$ cat src/rtl/tk2_inv.sv
// Backward-running byte-serial TK2 tweakey schedule for the SKINNY-128 inverse rounds.
// Optional TK2_INV_SKIP_FWD_EN adds ki_final: loaded key is already the last round's TK2.
module tk2_inv #(
  parameter int unsigned NR = 56,
  parameter int unsigned RW = 6
) (
  input  logic          clk,
  input  logic          rst,
  input  logic [7:0]    ki,
  input  logic          ki_valid,
  output logic          ki_ready,
  input  logic          start,
`ifdef TK2_INV_SKIP_FWD_EN
  input  logic          ki_final,
`endif
  output logic [7:0]    ko,
  output logic          ko_valid,
  input  logic          ko_ready,
  output logic          ko_last,
  output logic [RW-1:0] ko_round,
  output logic          busy,
  output logic          done
);

  typedef enum logic [1:0] {StIdle, StFwd, StOut} state_e;

  localparam logic [RW-1:0] RndLast  = RW'(NR - 1);
  localparam logic [RW-1:0] FwdLast  = RW'((NR > 1) ? NR - 2 : 0);
  localparam bit            OneRound = (NR == 1);

  localparam logic [3:0] Pt [16] = '{
    4'd9, 4'd15, 4'd8, 4'd13, 4'd10, 4'd14, 4'd12, 4'd11,
    4'd0, 4'd1,  4'd2, 4'd3,  4'd4,  4'd5,  4'd6,  4'd7
  };
  localparam logic [3:0] PtInv [16] = '{
    4'd8, 4'd9, 4'd10, 4'd11, 4'd12, 4'd13, 4'd14, 4'd15,
    4'd2, 4'd0, 4'd4,  4'd7,  4'd6,  4'd3,  4'd5,  4'd1
  };

  function automatic logic [7:0] lfsr_fwd(input logic [7:0] x);
    return {x[6:0], x[7] ^ x[5]};
  endfunction

  function automatic logic [7:0] lfsr_inv(input logic [7:0] y);
    return {y[0] ^ y[6], y[7:1]};
  endfunction

  function automatic logic [15:0][7:0] step_fwd(input logic [15:0][7:0] c);
    logic [15:0][7:0] n;
    for (int i = 0; i < 16; i++) n[i] = c[Pt[i]];
    for (int i = 0; i < 8; i++) n[i] = lfsr_fwd(n[i]);
    return n;
  endfunction

  // LFSR inverse first, then the inverse permutation.
  function automatic logic [15:0][7:0] step_inv(input logic [15:0][7:0] c);
    logic [15:0][7:0] y;
    logic [15:0][7:0] o;
    y = c;
    for (int i = 0; i < 8; i++) y[i] = lfsr_inv(c[i]);
    for (int k = 0; k < 16; k++) o[k] = y[PtInv[k]];
    return o;
  endfunction

  state_e           state_q;
  logic [15:0][7:0] cells_q;
  logic [4:0]       load_cnt_q;
  logic [2:0]       ptr_q;
  logic [RW-1:0]    rnd_q;
  logic [RW-1:0]    fwd_cnt_q;
  logic             done_q;

  logic start_ok;
  logic ki_take;
  logic ko_take;
  logic skip_fwd;

`ifdef TK2_INV_SKIP_FWD_EN
  assign skip_fwd = OneRound || ki_final;
`else
  assign skip_fwd = OneRound;
`endif

  assign ki_ready = (state_q == StIdle) && !start;
  assign start_ok = (state_q == StIdle) && start && (load_cnt_q == 5'd16);
  assign ki_take  = ki_valid && ki_ready;
  assign ko_valid = (state_q == StOut);
  assign ko_take  = ko_valid && ko_ready;
  assign ko       = ko_valid ? cells_q[ptr_q] : 8'h00;
  assign ko_last  = ko_valid && (ptr_q == 3'd7);
  assign ko_round = rnd_q;
  assign busy     = (state_q != StIdle);
  assign done     = done_q;

  always_ff @(posedge clk) begin
    if (rst) begin
      state_q    <= StIdle;
      cells_q    <= '0;
      load_cnt_q <= '0;
      ptr_q      <= '0;
      rnd_q      <= '0;
      fwd_cnt_q  <= '0;
      done_q     <= 1'b0;
    end else begin
      done_q <= 1'b0;
      unique case (state_q)
        StIdle: begin
          if (start_ok) begin
            rnd_q     <= RndLast;
            ptr_q     <= '0;
            fwd_cnt_q <= '0;
            state_q   <= skip_fwd ? StOut : StFwd;
          end else if (ki_take) begin
            cells_q <= {ki, cells_q[15:1]};
            if (load_cnt_q != 5'd16) load_cnt_q <= load_cnt_q + 5'd1;
          end
        end
        StFwd: begin
          cells_q   <= step_fwd(cells_q);
          fwd_cnt_q <= fwd_cnt_q + 1'b1;
          if (fwd_cnt_q == FwdLast) state_q <= StOut;
        end
        StOut: begin
          if (ko_take) begin
            if (ptr_q == 3'd7) begin
              ptr_q <= '0;
              if (rnd_q != '0) begin
                cells_q <= step_inv(cells_q);
                rnd_q   <= rnd_q - 1'b1;
              end else begin
                // Cells already hold TK_0 again, so a later start replays the same stream.
                state_q <= StIdle;
                done_q  <= 1'b1;
              end
            end else begin
              ptr_q <= ptr_q + 3'd1;
            end
          end
        end
        default: state_q <= StIdle;
      endcase
    end
  end

endmodule
$ cat config.mk
export PLATFORM = sky130hd
export DESIGN_NAME = tk2_inv
export DESIGN_NICKNAME = d
export VERILOG_FILES = /design/src/rtl/tk2_inv.sv
export SDC_FILE = /design/constraint.sdc
export NUM_CORES = 1
export LEC_CHECK = 0
export BUFFER_PORTS_ARGS = -buffer_cell sky130_fd_sc_hd__buf_2
export CORE_ASPECT_RATIO = 2
export CORE_MARGIN = 10
export CORE_UTILIZATION = 50
export CTS_CLUSTER_SIZE = 28
export DETAILED_ROUTE_END_ITERATION = 8
export PLACE_DENSITY = 0.64
export SLEW_MARGIN = 5
export SYNTH_ARGS = -nofsm -noshare
export SYNTH_HDL_FRONTEND = slang
export SYNTH_SLANG_ARGS = --single-unit
$ cat constraint.sdc
create_clock -name clk -period 5.3 [get_ports clk]
set_input_delay 1.06 -clock clk [delete_from_list [all_inputs] [get_ports clk]]
set_output_delay 1.06 -clock clk [all_outputs]
set_load 0.1 [all_outputs]
# Yosys cells after proc, flatten, opt, wreduce, memory -nomap -nowiden
# Index checks and enable logic that the tools add are counted.
totals:
  reg_bits: 151
  out_inout_bits: 19
  word_cells: 108
classes:
  n_addsub: 4
  magnitude_cmp: 1
  eq_ne: 14
  mux: 27
  bitwise: 20
  n_reduce_logical: 20
op_table:
  columns: ["op", "n"]
  rows:
  - ["128-bit two-way mux", 5]
  - ["128-bit one-hot mux with 3 select lines", 1]
  - ["6-bit two-way mux", 5]
  - ["8-bit binary-select mux with 3-bit select", 1]
  - ["6-bit one-hot mux with 2 select lines", 2]
  - ["8-bit two-way mux", 2]
  - ["1-bit XOR", 16]
  - ["2-bit two-way mux", 5]
  - ["2-bit != test (second input constant)", 5]
  - ["5-bit AND reduction", 2]
  - ["3-bit two-way mux", 3]
  - ["6-bit by 1-bit adder with 6-bit output (second input constant)", 1]
  - ["6-bit equality test (second input constant)", 1]
  - ["1-bit logical AND", 6]
  - ["2-bit by 1-bit != test with 1-bit output (second input constant)", 3]
  - ["2-bit one-hot mux with 3 select lines", 1]
  - ["3-bit one-hot mux with 2 select lines", 1]
  - ["6-bit AND reduction", 1]
  - ["2-bit nonzero test", 3]
  - ["6-bit nonzero test", 1]
  - ["6-bit by 1-bit subtractor with 6-bit output (second input constant)", 1]
  - ["5-bit by 1-bit adder with 5-bit output (second input constant)", 1]
  - ["5-bit equality test (second input constant)", 1]
  - ["3-bit by 5-bit less-than comparator with 1-bit output (second input constant)", 1]
  - ["other kinds (14)", 17]

# Depth between registers and ports, before layout
depth:
  word_depth: 6
  depth_mapped: 9
  depth_no_buf: 6

# Worst setup path after synthesis
# Ideal clock, no wire load.
synth_path:
  path_type: "reg2out"
  from: "register state_q[0]"
  to: "output ko[0]"
  arrival_ns: 3.573
  required_time_ns: 4.240
  setup_slack_ns: 0.667
  stages_incl_launch_ff: 8
  n_path_buf: 4
  cell_sequence: "dfxtp_1 inv_1 ha_1 buf_4 buf_2 clkbuf_1 clkbuf_1 nor2b_1"
synth_between:
  elab_chain_len: 2
synth_rtl:
  columns: ["element", "line_no", "source"]
  rows:
  - ["start: declaration", "65", "state_e state_q;"]
  - ["start signal: assignment", "97", "state_q <= StIdle;"]
  - ["start signal: assignment", "112", "state_q <= skip_fwd ? StOut : StFwd;"]
  - ["start signal: assignment", "121", "if (fwd_cnt_q == FwdLast) state_q <= StOut;"]
  - ["2-bit equality test", "87", "assign ko_valid = (state_q == StOut);"]
  - ["named net ko_valid", "17", "output logic ko_valid,"]
  - ["8-bit two-way mux", "89", "assign ko = ko_valid ? cells_q[ptr_q] : 8'h00;"]
  - ["end: declaration", "16", "output logic [7:0] ko,"]
# The timed path passes the listed nets, and every way through them passes these cells.

# Worst setup path after layout
layout_path:
  from: "register state_q[0]"
  to: "output ko[3]"
layout_between:
  elab_chain_len: 2
layout_rtl:
  columns: ["element", "line_no"]
  rows:
  - ["2-bit equality test", "87"]
  - ["8-bit two-way mux", "89"]
# No other way between the ends.

==> impl_metrics.tcl <==
set metrics [dict create \
    outcome "finished clean" \
    vias_per_cell 7.738 \
    worstSetupEndpointType "primary output" \
    cts_root_buffer "clkbuf_16" \
    gp_congestion 0.8280 \
    drive_gt1_share_pct 11.28 \
    drtPass1Iterations 5 \
    nNetsFinal 926 \
    p_seq_share_pct 47.5 \
    synth_cells 976 \
    p_int_mw 1.837 \
    clk_latency_ns 0.43 \
    area_delta_synth_final_pct 6.904 \
    finalSetupViolCount 0 \
    grt_pass1_wl_um 47090 \
    io_buffers 31 \
    synth.cell_area_mm2 0.008771 \
    drc 0 \
    switchingPower_mw 0.5830 \
    rsz0062_at_grt "no" \
    multi_input_area_mm2 0.005201 \
    dp_hpwl_um 17620 \
    max_freq_mhz 250.8 \
    wl_per_cell_um 26.44 \
    grt_util_all_layers_pct 24.11 \
    start_kind "flip-flop" \
    synth_edf_count 0 \
    tritoncts "yes" \
    cp_num_buf_inv 3 \
    maxCapViolCount 0 \
    syn_area_per_cell_um2 8.987 \
    yosysWarnings 0 \
    pwr-share-comb_pct 3.3 \
    start_util_pct 50.78 \
    worst_slew_pin_slew_ns 1.209 \
    die_w_um 113.7 \
    cts_setup_buffers 0 \
    crit_chain "inv_1 > ha_4 > buf_4 > nor2b_1 > buf_2" \
    rows 68 \
    cts_buffers 17 \
    ys_ff_latch 151 \
    dieArea_mm2 0.02356 \
    setup_tns_ns 0 \
    core_mm2 0.01727 \
    path_delay_family "buffers and inverters" \
    ctsResizeCount 0 \
    final-seq-area_mm2 0.003023 \
    relSlewSlack_pct 19.41 \
    fin_crit_ns 3.988 \
    power.share.clock_pct 49.2 \
    cts.sink_count 151 \
    period_share_pct 75.24 \
    cpPeakStageDelay_ns 0.64 \
    drtIter0Drc 1202 \
    grt_max_degree 129 \
    antenna_cells_inserted 0 \
    swShare_pct 24.09 \
    drtAntennaViolNets 0 \
    synth_nets 1002 \
    cts_buffer_depth 2 \
    cpMaxStageDelayCell "buf_4" \
    finalClockSkew_ns 0.009280 \
    worst_hold_slack_ns 0.4912 \
    path_max_fanout 63 \
    fillers 1594 \
    hold_viol 0 \
    postLayoutCellArea_mm2 0.009376 \
    layout.cells.most_common "dfxtp_1" \
    worst_slack_ns 1.312 \
    clk_pin_slew_ns 0.07 \
    io_pins 32 \
    grt_pass1_vias 8222 \
    synthArstFlopShare_pct 0 \
    ir_worst_vdd_mv 0.1713 \
    die_h_um 207.3 \
    routed_wl_um 29700 \
    antenna_found_initial 0 \
    slew_viol_final 0 \
    htreeDepth 4 \
    most-common-layout-cells "dfxtp_1 (151), a21oi_1 (140), a221o_1 (128), o2111ai_1 (128), o21ai_0 (123)" \
    crit_required_ns 4.24 \
    vias 8690 \
    pre_cts_slack_ns 1.832 \
    place_area_mm2 0.008806 \
    hold_path.class "flip-flop to flip-flop" \
    crit_arrival_ns 2.93 \
    grt.overflow.total 0 \
    reg2reg_setup_slack_ns 1.77 \
    leakage_nw 2.944 \
    critPathKind "flip-flop to primary output" \
    yosysSeqAreaShare_pct 34.47 \
    p_per_area_mw_per_mm2 258.1 \
    ys_types 45 \
    holdBufCountCts 0 \
    synth_ff_type "dfxtp_1" \
]
-- metal layers --
metal  track usage, %  part of all wire, %  up-vias
li1                 -                    -     3866
met1            28.78                   38     4270
met2            38.97                   50      444
met3            3.617                  6.3      110
met4            15.39                  6.1        0
met5                0                    0        -
-- cell usage after synthesis, types with 3 or more instances --
master	number	area [µm²]
o21ai_0	123	615.6
a311oi_1	3	26.28
o31ai_1	3	22.52
inv_1	12	45.04
nand2_1	12	45.04
a31oi_1	3	18.77
nor2_1	8	30.03
nand3_1	6	30.03
buf_2	18	90.09
buf_4	3	22.52
mux2i_1	11	110.1
buf_1	4	15.01
xor2_1	18	157.7
nand4_1	5	31.28
a21oi_1	141	705.7
dfxtp_1	151	3023
o21ai_1	10	50.05
mux4_2	16	360.4
nand2b_1	3	18.77
ha_1	13	162.7
nor2b_1	11	68.82
a221o_1	128	1281
or3_1	5	31.28
o2111ai_1	128	1121
clkbuf_1	112	420.4
and2_1	3	18.77
-- path summary, 6_finish.rpt --
path,startpoint,endpoint,cells after the start
hold / removal,fwd_cnt_q[1],fwd_cnt_q[1],2
setup / recovery,state_q[0],ko[3],5
hold reg to reg,fwd_cnt_q[1],fwd_cnt_q[1],2
setup reg to reg,ptr_q[1],cells_q[17],7
-- worst register-to-register path: cells and delay by family (launching register included) --
family          cells  cell delay [ns]
compound gates      4             1.39
fa+ha+maj           2             0.66
buf+inv             1             0.71
flops               1             0.70
-- through the flow --
stage	power (mW)	utilization, %	instances
2_1_floorplan	1.223	-	976
3_3_place_gp	1.250	50.99	1091
3_5_place_dp	1.252	50.99	1091
4_1_cts	2.422	54.29	1123
5_1_grt	2.469	54.29	1123
6_report	2.420	54.29	1123
-- kinds of logic after synthesis --
logic type      after synthesis  share of synthesized area (%)
simple gates                 65                          4.194
buf+inv                     150                          6.890
flops                       151                          34.47
fa+ha+maj                    13                          1.855
mux                          27                          5.364
xor+xnor                     20                          1.997
compound gates              550                          45.24
-- flip-flops by register name (all words and copies together), names as in the netlist --
signal and cells:
ptr_q 3, ko_round 6, cells_q 128, load_cnt_q 5, fwd_cnt_q 6, state_q 2, done 1
-- power by group through the flow --
stage | clock [mW] | combinational [mW] | sequential, mW
after global placement | 0 | 0.0756 | 1.17
after floorplan | 0 | 0.0537 | 1.17
final | 1.19 | 0.0788 | 1.15
after CTS | 1.20 | 0.0772 | 1.15
after detailed placement | 0 | 0.0772 | 1.17
after global routing | 1.24 | 0.0839 | 1.15
-- final cells by class --
class	instances	share of cell area (%)
Multi-Input combinational cell	675	55.47
Sequential cell	151	32.24
Clock buffer	21	5.017
Timing Repair Buffer	43	2.909
Tap cell	210	2.802
Clock inverter	11	1.068
Inverter	12	0.4937
(Power assumes the default switching activity.)
